[config.mk]
export PLATFORM = sky130hd
export DESIGN_NAME = password_check
export DESIGN_NICKNAME = d
export VERILOG_FILES = /design/src/rtl/password_check.sv
export SDC_FILE = /design/constraint.sdc
export NUM_CORES = 1
export LEC_CHECK = 0
export ABC_AREA = 0
export ABC_CLOCK_PERIOD_IN_PS = 2600
export BUFFER_PORTS_ARGS = -buffer_cell sky130_fd_sc_hd__buf_2
export CORE_AREA = 4 4 86 88
export CTS_CLUSTER_SIZE = 25
export DETAILED_ROUTE_END_ITERATION = 6
export DIE_AREA = 0 0 90 92
export PLACE_DENSITY = 0.74
export SYNTH_ARGS = -nofsm -noshare
export SYNTH_HDL_FRONTEND = slang
export SYNTH_SLANG_ARGS = --single-unit
export TNS_END_PERCENT = 30
[constraint.sdc]
create_clock -name clk -period 2.6 [get_ports clk]
set_input_delay 0.39 -clock clk [delete_from_list [all_inputs] [get_ports clk]]
set_output_delay 0.39 -clock clk [all_outputs]
set_load 0.05 [all_outputs]
[src/rtl/password_check.sv]
// Four-digit keypad lock controller: buffers BCD digits, checks them against CLAVE,
// and drives the LCD message select, lock actuator and lockout indication.
module password_check #(
    parameter logic [15:0] CLAVE       = 16'h1234,
    parameter int unsigned MAX_FAIL    = 3,
    parameter int unsigned MSG_CYCLES  = 100_000_000,
    parameter int unsigned OPEN_CYCLES = 250_000_000,
    parameter int unsigned LOCK_CYCLES = 500_000_000
) (
    input  logic       clk,
    input  logic       reset,
    input  logic       key_valid,
    input  logic [3:0] key_code,
    output logic [1:0] sel_msg,
    output logic       message_change,
    output logic [2:0] digit_count,
    output logic       unlocked,
    output logic       locked_out
);

    typedef enum logic [2:0] {
        ST_ENTRY,
        ST_CHECK,
        ST_OPEN,
        ST_FAIL,
        ST_LOCKED
    } state_t;

    localparam logic [1:0]  MSG_ENTRY  = 2'b01;
    localparam logic [1:0]  MSG_OPEN   = 2'b10;
    localparam logic [1:0]  MSG_WRONG  = 2'b11;
    localparam logic [1:0]  MSG_LOCKED = 2'b00;
    localparam logic [3:0]  KEY_CLEAR  = 4'hA;
    localparam logic [3:0]  KEY_ENTER  = 4'hB;
    localparam logic [2:0]  FAIL_LIMIT = 3'(MAX_FAIL);
    localparam logic [31:0] OPEN_LOAD  = 32'(OPEN_CYCLES - 1);
    localparam logic [31:0] MSG_LOAD   = 32'(MSG_CYCLES - 1);
    localparam logic [31:0] LOCK_LOAD  = 32'(LOCK_CYCLES - 1);

    state_t      state;
    logic [15:0] code_buf;
    logic [2:0]  fail_cnt;
    logic [31:0] timer;
    logic        key_valid_q;
    logic [3:0]  key_code_q;
    logic [2:0]  fail_next;
    logic        leave;

    // Keys are registered first, so the FSM acts on them one edge after sampling.
    always_ff @(posedge clk or negedge reset) begin
        if (!reset) begin
            key_valid_q <= 1'b0;
            key_code_q  <= '0;
        end else begin
            key_valid_q <= key_valid;
            key_code_q  <= key_code;
        end
    end

    always_comb begin
        fail_next = (fail_cnt == 3'd7) ? 3'd7 : fail_cnt + 3'd1;
        leave     = (timer == '0) ||
                    ((state == ST_OPEN) && key_valid_q && (key_code_q == KEY_CLEAR));
    end

    always_ff @(posedge clk or negedge reset) begin
        if (!reset) begin
            state          <= ST_ENTRY;
            code_buf       <= '0;
            digit_count    <= '0;
            fail_cnt       <= '0;
            timer          <= '0;
            sel_msg        <= MSG_ENTRY;
            message_change <= 1'b0;
            unlocked       <= 1'b0;
            locked_out     <= 1'b0;
        end else begin
            message_change <= 1'b0;
            case (state)
                ST_ENTRY: begin
                    if (key_valid_q) begin
                        if (key_code_q <= 4'd9) begin
                            if (digit_count != 3'd4) begin
                                code_buf    <= {code_buf[11:0], key_code_q};
                                digit_count <= digit_count + 3'd1;
                            end
                        end else if (key_code_q == KEY_CLEAR) begin
                            code_buf    <= '0;
                            digit_count <= '0;
                        end else if ((key_code_q == KEY_ENTER) && (digit_count == 3'd4)) begin
                            state <= ST_CHECK;
                        end
                    end
                end
                ST_CHECK: begin
                    message_change <= 1'b1;
                    if (code_buf == CLAVE) begin
                        state    <= ST_OPEN;
                        fail_cnt <= '0;
                        timer    <= OPEN_LOAD;
                        sel_msg  <= MSG_OPEN;
                        unlocked <= 1'b1;
                    end else begin
                        fail_cnt <= fail_next;
                        if (fail_next == FAIL_LIMIT) begin
                            state      <= ST_LOCKED;
                            timer      <= LOCK_LOAD;
                            sel_msg    <= MSG_LOCKED;
                            locked_out <= 1'b1;
                        end else begin
                            state   <= ST_FAIL;
                            timer   <= MSG_LOAD;
                            sel_msg <= MSG_WRONG;
                        end
                    end
                end
                ST_OPEN, ST_FAIL, ST_LOCKED: begin
                    if (leave) begin
                        state          <= ST_ENTRY;
                        timer          <= '0;
                        sel_msg        <= MSG_ENTRY;
                        message_change <= 1'b1;
                        code_buf       <= '0;
                        digit_count    <= '0;
                        unlocked       <= 1'b0;
                        locked_out     <= 1'b0;
                        if (state == ST_LOCKED) begin
                            fail_cnt <= '0;
                        end
                    end else begin
                        timer <= timer - 32'd1;
                    end
                end
                default: state <= ST_ENTRY;
            endcase
        end
    end

endmodule

---- Word-level counts from Yosys, hierarchy flattened ----
Index checks and enable logic that the tools add are counted.
Widths: inputs -> output; s select.
cells by class
  $add $sub $neg .......................... 3
  magnitude comparators ................... 1
  equality and inequality tests ........... 22
  multiplexer cells ....................... 40
  reductions and logical operators ........ 15
operators by type and width
  operator               count
  $mux 16                5
  $pmux 32 s2            1
  $mux 29                2
  $mux 3                 15
  $logic_not 32->1       1
  $mux 32                1
  $pmux 16 s2            1
  $sub 32x1->32 const B  1
  $ne 2x2->1 const B     9
  $eq 16x13->1 const B   1
  $pmux 3 s2             2
  $reduce_and 5->1       2
  $eq 3x2->1 const B     3
  $eq 3x3->1 const B     3
  $ne 3x3->1 const B     3
  $pmux 3 s3             1
  $eq 4x4->1 const B     2
  $add 3x1->3 const B    2
  $mux 2                 3
  $pmux 1 s2             3
  $reduce_and 3->1       2
  $mux 1                 5
  $le 4x4->1 const B     1
  $pmux 2 s2             1
  8 further kinds        11
word-level totals
  bits in registers ....................... 67
  bits of input ports ..................... 7

---- Logic depth before layout (Yosys ltp) ----
Gate-level depths: netlist of the first run.
  depth after elaboration ................. 7
  depth in mapped cells ................... 10

---- Least setup slack after synthesis of the first run ----
Ideal clock, no wire load.
  path type ............................... flip-flop to flip-flop
  from .................................... reg timer[0]
  to ...................................... reg fail_cnt[0]
  setup time .............................. 0.125 ns
  arrival time ............................ 2.335 ns
  data required time ...................... 2.475 ns
  path slack .............................. 0.140 ns
  stages on the path, launching flop included .. 8
  path buffers ............................ 0
  cell sequence ........................... dfrtp_1 inv_1 ha_1 or4b_4 nor4_4 or3b_4 o21ai_2 mux2_2
between the ends
  cells in the longest elaborated chain, start to end .. 4
ends and longest elaborated chain
  element                            RTL line  text
  start, declared                    43        logic [31:0] timer;
  start signal, assigned             131       timer <= timer - 32'd1;
  $logic_not 32->1                   62        leave = (timer == '0) ||
  $logic_or 1x1->1                   62
  $ne 2x2->1 (no source line)        -
  $reduce_and 3->1 (no source line)  -
  end signal, assigned               104       fail_cnt <= fail_next;
  end, declared                      42        logic [2:0] fail_cnt;
Every way passes these cells.
A chain may end at the register's enable or synchronous reset.

---- Worst setup path in the final report of the first run ----
  from .................................... reg timer[0]
  to ...................................... reg fail_cnt[1]
The elaborated chain is that of the path after synthesis.

==> metrics.md, run 1 <==
| Metric | Value |
|---|---|
| Outcome | finished, final reports clean |
| Synth top area cells | dfrtp_1 46%, a21oi_1 5.3%, nor2_1 4.2% |
| Final setup violating endpoints | 0 |
| Worst-Margin Slew | 777 ps |
| CP endpoint kind | flip-flop |
| Clock Sinks | 67 |
| RR Startpoint | timer[0]$_DFFE_PN0P_ |
| Hold Violations, Final | 0 |
| Ys async rst share | 100% |
| Tmin final | 2460 ps |
| Share of cells above drive strength 1 | 18.8% |
| Routed Antenna Nets | 0 |
| Cell with the most instances after synthesis | dfrtp_1 |
| Cell Area, Placed | 3810 sq um |
| Die width | 90 um |
| Post-synth EDFFs | 0 |
| Crit start category | flip-flop |
| Pwr Density | 995 nW/um^2 |
| Syn Area/Cell | 9.46 sq um |
| Cell breakdown of the critical path | inv_1 -> ha_1 -> or4b_4 -> nor4_4 -> or3b_4 -> o21ai_2 -> mux2_2 |
| Slowest-stage cell, CP | or4b_4 |
| HP Class | in2async |
| Slew headroom | 48.2% |
| Post-layout util | 60.2% |
| Maximum VDD drop | 0.621 mV |
| Antenna diodes | 0 |
| Crit share post-route | 94.7% |
| Final net count | 421 |
| Psw | 1.64 mW |
| Pre-CTS setup slack | 87.1 ps |
| R2r endpoint | fail_cnt[1]$_DFFE_PN0P_ |
| Final Non-Filler Cells | 495 |
| Synth Flop Type | dfrtp_1 |
| Vias per Instance | 6.31 |
| Setup Skew | 9.04 ps |
| Yosys top cell by area | dfrtp_1 |
| Largest net degree at the start of global routing | 43 |
| Logic pwr share | 36.4% |
| Residual DRC | 0 |
| Synth warn | 0 |
| Sequential-to-total area share from yosys stat | 47.1% |
| Initial antenna violation count | 0 |
| Leak Pwr | 1.72 nW |
| Worst Path Class, Setup | reg2reg |
| Clk slew on worst S/H paths | 80 ps |
| Setup WS post-layout | 138 ps |
| Mapped Cells | 377 |
| Post-synth top area share | 46.3% |
| Vias in the first global route | 3,030 |
| Max incr delay on CP | 480 ps |
| Cell variety after synth | 68 |
| Int Pwr | 2.34 mW |
| Depth of the worst register-to-register path | 7 |
| Max Root-Sink Buffers | 2 |
| CTS tree | built |
| Fin. max-slew vios | 0 |
| Detailed placer's ending HPWL | 6160 um |
| Buffer type at the clock tree root | clkbuf_8 |
| Worst Path Required | 2840 ps |
| Routed length per instance | 17.4 um |
| Clock power share | 19.8% |
| Met3 Wirelength | 468 um |
| RD Place Congestion | 0.954 |
| Drt pass-1 iters | 5 |
| Flop pwr share | 43.8% |
| RSZ-0062 raised after global routing | yes |
| Total wire length | 8600 um |
| H-tree levels | 3 |
| Vias | 3,123 |
| Nets in the synthesized netlist | 388 |
| Placeable Area | 6640 sq um |
| Top sig layer | met4 |
| Area of the die | 8280 sq um |
| I/O pin count | 15 |
| Maxcap violations | 0 |
| Die Height | 92 um |
| Initial Util | 53.7% |
| Synth Register Bits | 67 |
| GRT overflow | 0 |
| R2r setup slk | 140 ps |
| DR iter-0 viols | 288 |
| Total track usage | 22.6% |
| Clock insertion delay at the later pin of the skew report | 350 ps |
| CP Launch Point | timer[0]$_DFFE_PN0P_ |
| Num CTS Buffers | 9 |
| Synth Cell Area | 3570 sq um |
| Port buffer count | 14 |
| Cell class contributing the biggest share of worst-path delay | simple AND/OR/NAND/NOR gates |
| Post-route cell area | 4000 sq um |
| Post-synth top cells | 66 x dfrtp_1, 40 x nor2_1, 38 x a21oi_1 |
| WL met1 | 3990 um |
| Placement row count | 30 |
| Layout area overhead | 12.2% |
| Critical Path AT | 2700 ps |
| Routed met2 length | 4020 um |
| First-pass GRT wire length | 15,100 um |
| Sw Share | 41.2% |
| Hold WS | 30.3 ps |
| Worst-path maximum fanout | 3 |
| Max Clk Rate | 406 MHz |
| Buf/Inv on CP | 1 |
| Placed cell count | 479 |
-- stage by stage --
step / power, mW / TNS [ps]
3_5_place_dp: 3.19 / 0
3_3_place_gp: 3.12 / 0
4_1_cts: 3.97 / 0
5_1_grt: 4.25 / -34.3
6_report: 3.98 / 0
2_1_floorplan: 2.72 / 0
-- logic make-up after synthesis --
kind of cell	after synthesis	share of synthesized area, %
flip-flops	67	47.1
buffers and inverters	28	4.53
XOR/XNOR	2	0.491
AO/OA/AOI/OAI	116	21.4
AND/OR/NAND/NOR	157	24.1
adder cells (fa/ha/maj)	4	1.40
multiplexers	3	0.947
-- power groups by stage --
stage	registers, mW	logic [mW]	clock network, mW
6_report	1.74	1.45	0.787
5_1_grt	1.80	1.60	0.855
4_1_cts	1.73	1.44	0.796
3_5_place_dp	1.75	1.44	0
3_3_place_gp	1.73	1.40	0
2_1_floorplan	1.85	0.864	0
-- registers in the layout, indices dropped and copies added, names as in the netlist --
signal,cells
fail_cnt,3
digit_count,3
message_change,1
key_code_q,4
key_valid_q,1
locked_out,1
sel_msg,2
state,3
timer,32
code_buf,16
unlocked,1
-- area by class of cell --
type	instances	area, sq um
fill	576	2640
multi-input combinational	282	1740
sequential	67	1680
timing repair buffer	38	263
clock buffer	10	138
tap	80	100
inverter	12	45.0
clock inverter	6	41.3
-- routing by layer --
| layer | GRT usage (%) | vias to the layer above |
|---|---|---|
| met5 | 0 | - |
| met4 | 8.55 | 0 |
| met3 | 3.77 | 11 |
| met2 | 34.5 | 101 |
| met1 | 32.3 | 1535 |
| li1 | - | 1476 |
-- worst max-delay path by stage --
stage / end / slack, ps / cells after the start
global placement: timer[7]$_DFFE_PN0P_ / 160 / 8
detailed placement: timer[7]$_DFFE_PN0P_ / 90 / 8
floorplan: fail_cnt[0]$_DFFE_PN0P_ / 140 / 7
global route: sel_msg[1]$_DFFE_PN0P_ / -20 / 7
CTS: timer[7]$_DFFE_PN0P_ / 80 / 8
finish: fail_cnt[1]$_DFFE_PN0P_ / 140 / 7
-- layout by cell type, fill, tap and decap left out, types with 4 or more instances in the layout --
| cell | instances |
|---|---|
| o22a_1 | 5 |
| a22o_1 | 16 |
| dfrtp_1 | 66 |
| or4_1 | 4 |
| a31oi_1 | 8 |
| o21ai_0 | 20 |
| nand2_1 | 32 |
| a21oi_1 | 38 |
| or3_1 | 4 |
| buf_2 | 14 |
| nand3_1 | 6 |
| nor4b_1 | 5 |
| nor4_1 | 11 |
| inv_1 | 12 |
| nor2_1 | 40 |
| clkbuf_8 | 10 |
| nor3_1 | 24 |
| buf_4 | 23 |
| ha_1 | 4 |
-- timing repair --
| item | 4_1_cts | 5_1_grt |
|---|---|---|
| setup buffers | 0 | 0 |
| hold buffers | 0 | 0 |
| hold endpoints to repair | 0 | 0 |
| setup endpoints to repair | 0 | 3 |
| resized for setup | 0 | 2 |
(Power assumes the default switching activity.)
==> inputs of run 2 (changes only) <==
--- a/config.mk
+++ b/config.mk
@@ -8,11 +8,11 @@
 export ABC_AREA = 0
 export ABC_CLOCK_PERIOD_IN_PS = 2600
 export BUFFER_PORTS_ARGS = -buffer_cell sky130_fd_sc_hd__buf_2
-export CORE_AREA = 4 4 86 88
+export CORE_AREA = 4 4 90 92
 export CTS_CLUSTER_SIZE = 25
 export DETAILED_ROUTE_END_ITERATION = 6
-export DIE_AREA = 0 0 90 92
-export PLACE_DENSITY = 0.74
+export DIE_AREA = 0 0 94 96
+export PLACE_DENSITY = 0.68
 export SYNTH_ARGS = -nofsm -noshare
 export SYNTH_HDL_FRONTEND = slang
 export SYNTH_SLANG_ARGS = --single-unit
==> run 2 against run 1 <==
  * Hold slack better by 63 ps
  * Global-route usage is 2.0 points lower
  * Wire length is 0.42% higher
  * Clock-buffer cell count is 2 higher
  * Critical path depth stayed put
  * Non-clock buffer count stayed put
  * Sequential share of layout area is 0.38 points lower
  * Cell area is 0.91% higher
  * Die area is 9.0% higher
  * Maximum frequency is 0.35% lower
  * Worst setup slack worse by 8.7 ps
  * Clock power is 2% higher
  * Critical endpoint unchanged
  * Highest routed layer unchanged
==> metrics.md, run 2 (synthesis results as in run 1) <==
| Metric | Value |
|---|---|
| Outcome | finished, final reports clean (unchanged) |
| I/O pin count | 15 (unchanged) |
| H-tree levels | 3 (unchanged) |
| Biggest regs | timer (32), code_buf (16), key_code_q (4) (unchanged) |
| Worst-Margin Slew | 844 ps (was 777 ps) |
| Area of the die | 9020 sq um (was 8280 sq um) |
| End of the critical path | fail_cnt[1]$_DFFE_PN0P_ (unchanged) |
| Max Root-Sink Buffers | 2 (unchanged) |
| Max FFs per register | 32 (unchanged) |
| Buffer type at the clock tree root | clkbuf_8 (unchanged) |
| Hold WS | 93.7 ps (was 30.3 ps) |
| CP endpoint kind | flip-flop (unchanged) |
| Vias | 3,087 (was 3,123) |
| Routed length per instance | 16.8 um (was 17.4 um) |
| Clock insertion delay at the later pin of the skew report | 340 ps (was 350 ps) |
| Tmin final | 2470 ps (was 2460 ps) |
| Routed Antenna Nets | 0 (unchanged) |
| Residual DRC | 0 (unchanged) |
| RR Startpoint | timer[0]$_DFFE_PN0P_ (unchanged) |
| Maximum VDD drop | 0.464 mV (was 0.621 mV) |
| Final net count | 421 (unchanged) |
| Clk slew on worst S/H paths | 80 ps (about the same) |
| Pre-CTS setup slack | 128 ps (was 87.1 ps) |
| Crit share post-route | 95.0% (was 94.7%) |
| R2r endpoint | fail_cnt[1]$_DFFE_PN0P_ (unchanged) |
| Post-layout util | 55.9% (was 60.2%) |
| Leak Pwr | 1.73 nW (was 1.72 nW) |
| Maxcap violations | 0 (unchanged) |
| HP Class | in2async (unchanged) |
| Crit start category | flip-flop (unchanged) |
| Total wire length | 8630 um (was 8600 um) |
| Vias per Instance | 6.01 (was 6.31) |
| Slew headroom | 43.7% (was 48.2%) |
| Cell Area, Placed | 3850 sq um (was 3810 sq um) |
| Num CTS Buffers | 9 (unchanged) |
| Initial antenna violation count | 0 (unchanged) |
| Drt pass-1 iters | 4 (was 5) |
| R2r setup slk | 130 ps (was 140 ps) |
| Clock Sinks | 67 (unchanged) |
| Die Height | 96 um (was 92 um) |
| Final setup violating endpoints | 0 (unchanged) |
| Max Clk Rate | 405 MHz (was 406 MHz) |
| Worst Path Required | 2830 ps (was 2840 ps) |
| Post-route cell area | 4040 sq um (was 4000 sq um) |
| First-pass GRT wire length | 14,300 um (was 15,100 um) |
| Final Non-Filler Cells | 514 (was 495) |
| Count of cells resized by post-cts repair | 0 (unchanged) |
| Vias in the first global route | 2,913 (was 3,030) |
| Critical Path AT | 2700 ps (about the same) |
| Commonest non-fill, non-tap cells in the layout | 66 x dfrtp_1, 40 x nor2_1, 38 x a21oi_1 (unchanged) |
| Port buffer count | 14 (unchanged) |
| Initial Util | 49.4% (was 53.7%) |
| Setup Buffers After CTS | 0 (unchanged) |
| Antenna diodes | 0 (unchanged) |
| Pwr Density | 989 nW/um^2 (was 995 nW/um^2) |
| Depth of the worst register-to-register path | 7 (unchanged) |
| Total track usage | 20.7% (was 22.6%) |
| Hold buffers post-CTS | 0 (unchanged) |
| Placement row count | 31 (was 30) |
| CTS tree | built (unchanged) |
| GRT overflow | 0 (unchanged) |
| Total power | 3.99 mW (was 3.98 mW) |
| Setup Skew | 10.7 ps (was 9.04 ps) |
| Placed cell count | 498 (was 479) |
| RD Place Congestion | 0.919 (was 0.954) |
| Fin. max-slew vios | 0 (unchanged) |
| RSZ-0062 raised after global routing | no (was yes) |
| CP Launch Point | timer[0]$_DFFE_PN0P_ (unchanged) |
| Share of cells above drive strength 1 | 18.3% (was 18.8%) |
| Largest net degree at the start of global routing | 38 (was 43) |
| Placeable Area | 7210 sq um (was 6640 sq um) |
| Die width | 94 um (was 90 um) |
| Setup TNS Final | 0 ps (unchanged) |
| Layout area overhead | 13.2% (was 12.2%) |
| Hold Violations, Final | 0 (unchanged) |
| Worst Path Class, Setup | reg2reg (unchanged) |
| Top reg by flops | timer (unchanged) |
| Commonest non-fill, non-tap cell in the layout | dfrtp_1 (unchanged) |
| DR iter-0 viols | 183 (was 288) |
| Detailed placer's ending HPWL | 6130 um (was 6160 um) |
| Worst-path maximum fanout | 3 (unchanged) |
| Setup WS post-layout | 130 ps (was 138 ps) |
-- run 2: changes by cell type in the layout (fill, tap and decap cells not counted) --
| cell | previous run | this run |
|---|---|---|
| o21ai_1 | 1 | 2 |
| buf_4 | 23 | 22 |
| clkbuf_8 | 10 | 11 |
| clkinvlp_4 | 3 | 2 |
| and2_1 | 1 | 2 |
| o21ai_4 | 0 | 1 |
| o21ai_0 | 20 | 19 |
| nand3_4 | 1 | 0 |
| buf_12 | 1 | 2 |
| clkbuf_1 | 0 | 1 |
| o21ai_2 | 2 | 1 |
| and2_2 | 1 | 0 |
| clkinv_4 | 1 | 0 |
| nand3_2 | 0 | 1 |
-- run 2: layer usage --
layer	vias up	track usage [%]	wire length [um]
met5	-	0	0
met4	0	8.18	119
met1	1510	27.9	4110
met2	84	33.2	3980
li1	1483	-	-
met3	10	3.60	423
-- run 2: how the worst min path moves through the flow --
stage / start / endpoint / slack (ps)
4_1_cts: reset / code_buf[6]$_DFFE_PN0P_ / 100
2_1_floorplan: reset / code_buf[0]$_DFFE_PN0P_ / 90
3_5_place_dp: reset / code_buf[6]$_DFFE_PN0P_ / 480
3_3_place_gp: reset / code_buf[6]$_DFFE_PN0P_ / 480
5_1_grt: reset / code_buf[6]$_DFFE_PN0P_ / 130
6_report: reset / code_buf[6]$_DFFE_PN0P_ / 90
-- run 2: final cells by class --
cell class                      instances  area (sq um)
Tap cell                               99           124
Clock inverter                          4          25.0
Inverter                               12          45.0
Multi-Input combinational cell        282          1730
Timing Repair Buffer                   38           275
Sequential cell                        67          1680
Fill cell                             649          3180
Clock buffer                           12           155
-- run 2: where the power goes --
group          total, mW  internal (mW)  switching [mW]
sequential          1.74           1.39           0.350
clock              0.801          0.395           0.406
combinational       1.45          0.587           0.864
total               3.99           2.37            1.62
-- run 2: worst max-delay path: stages, from the launching register on --
cell and delay [ps]:
dfrtp_1 380, inv_1 60, ha_1 160, or4b_4 490, nor4_4 290, or3b_4 440
o21ai_2 200, mux2_2 350
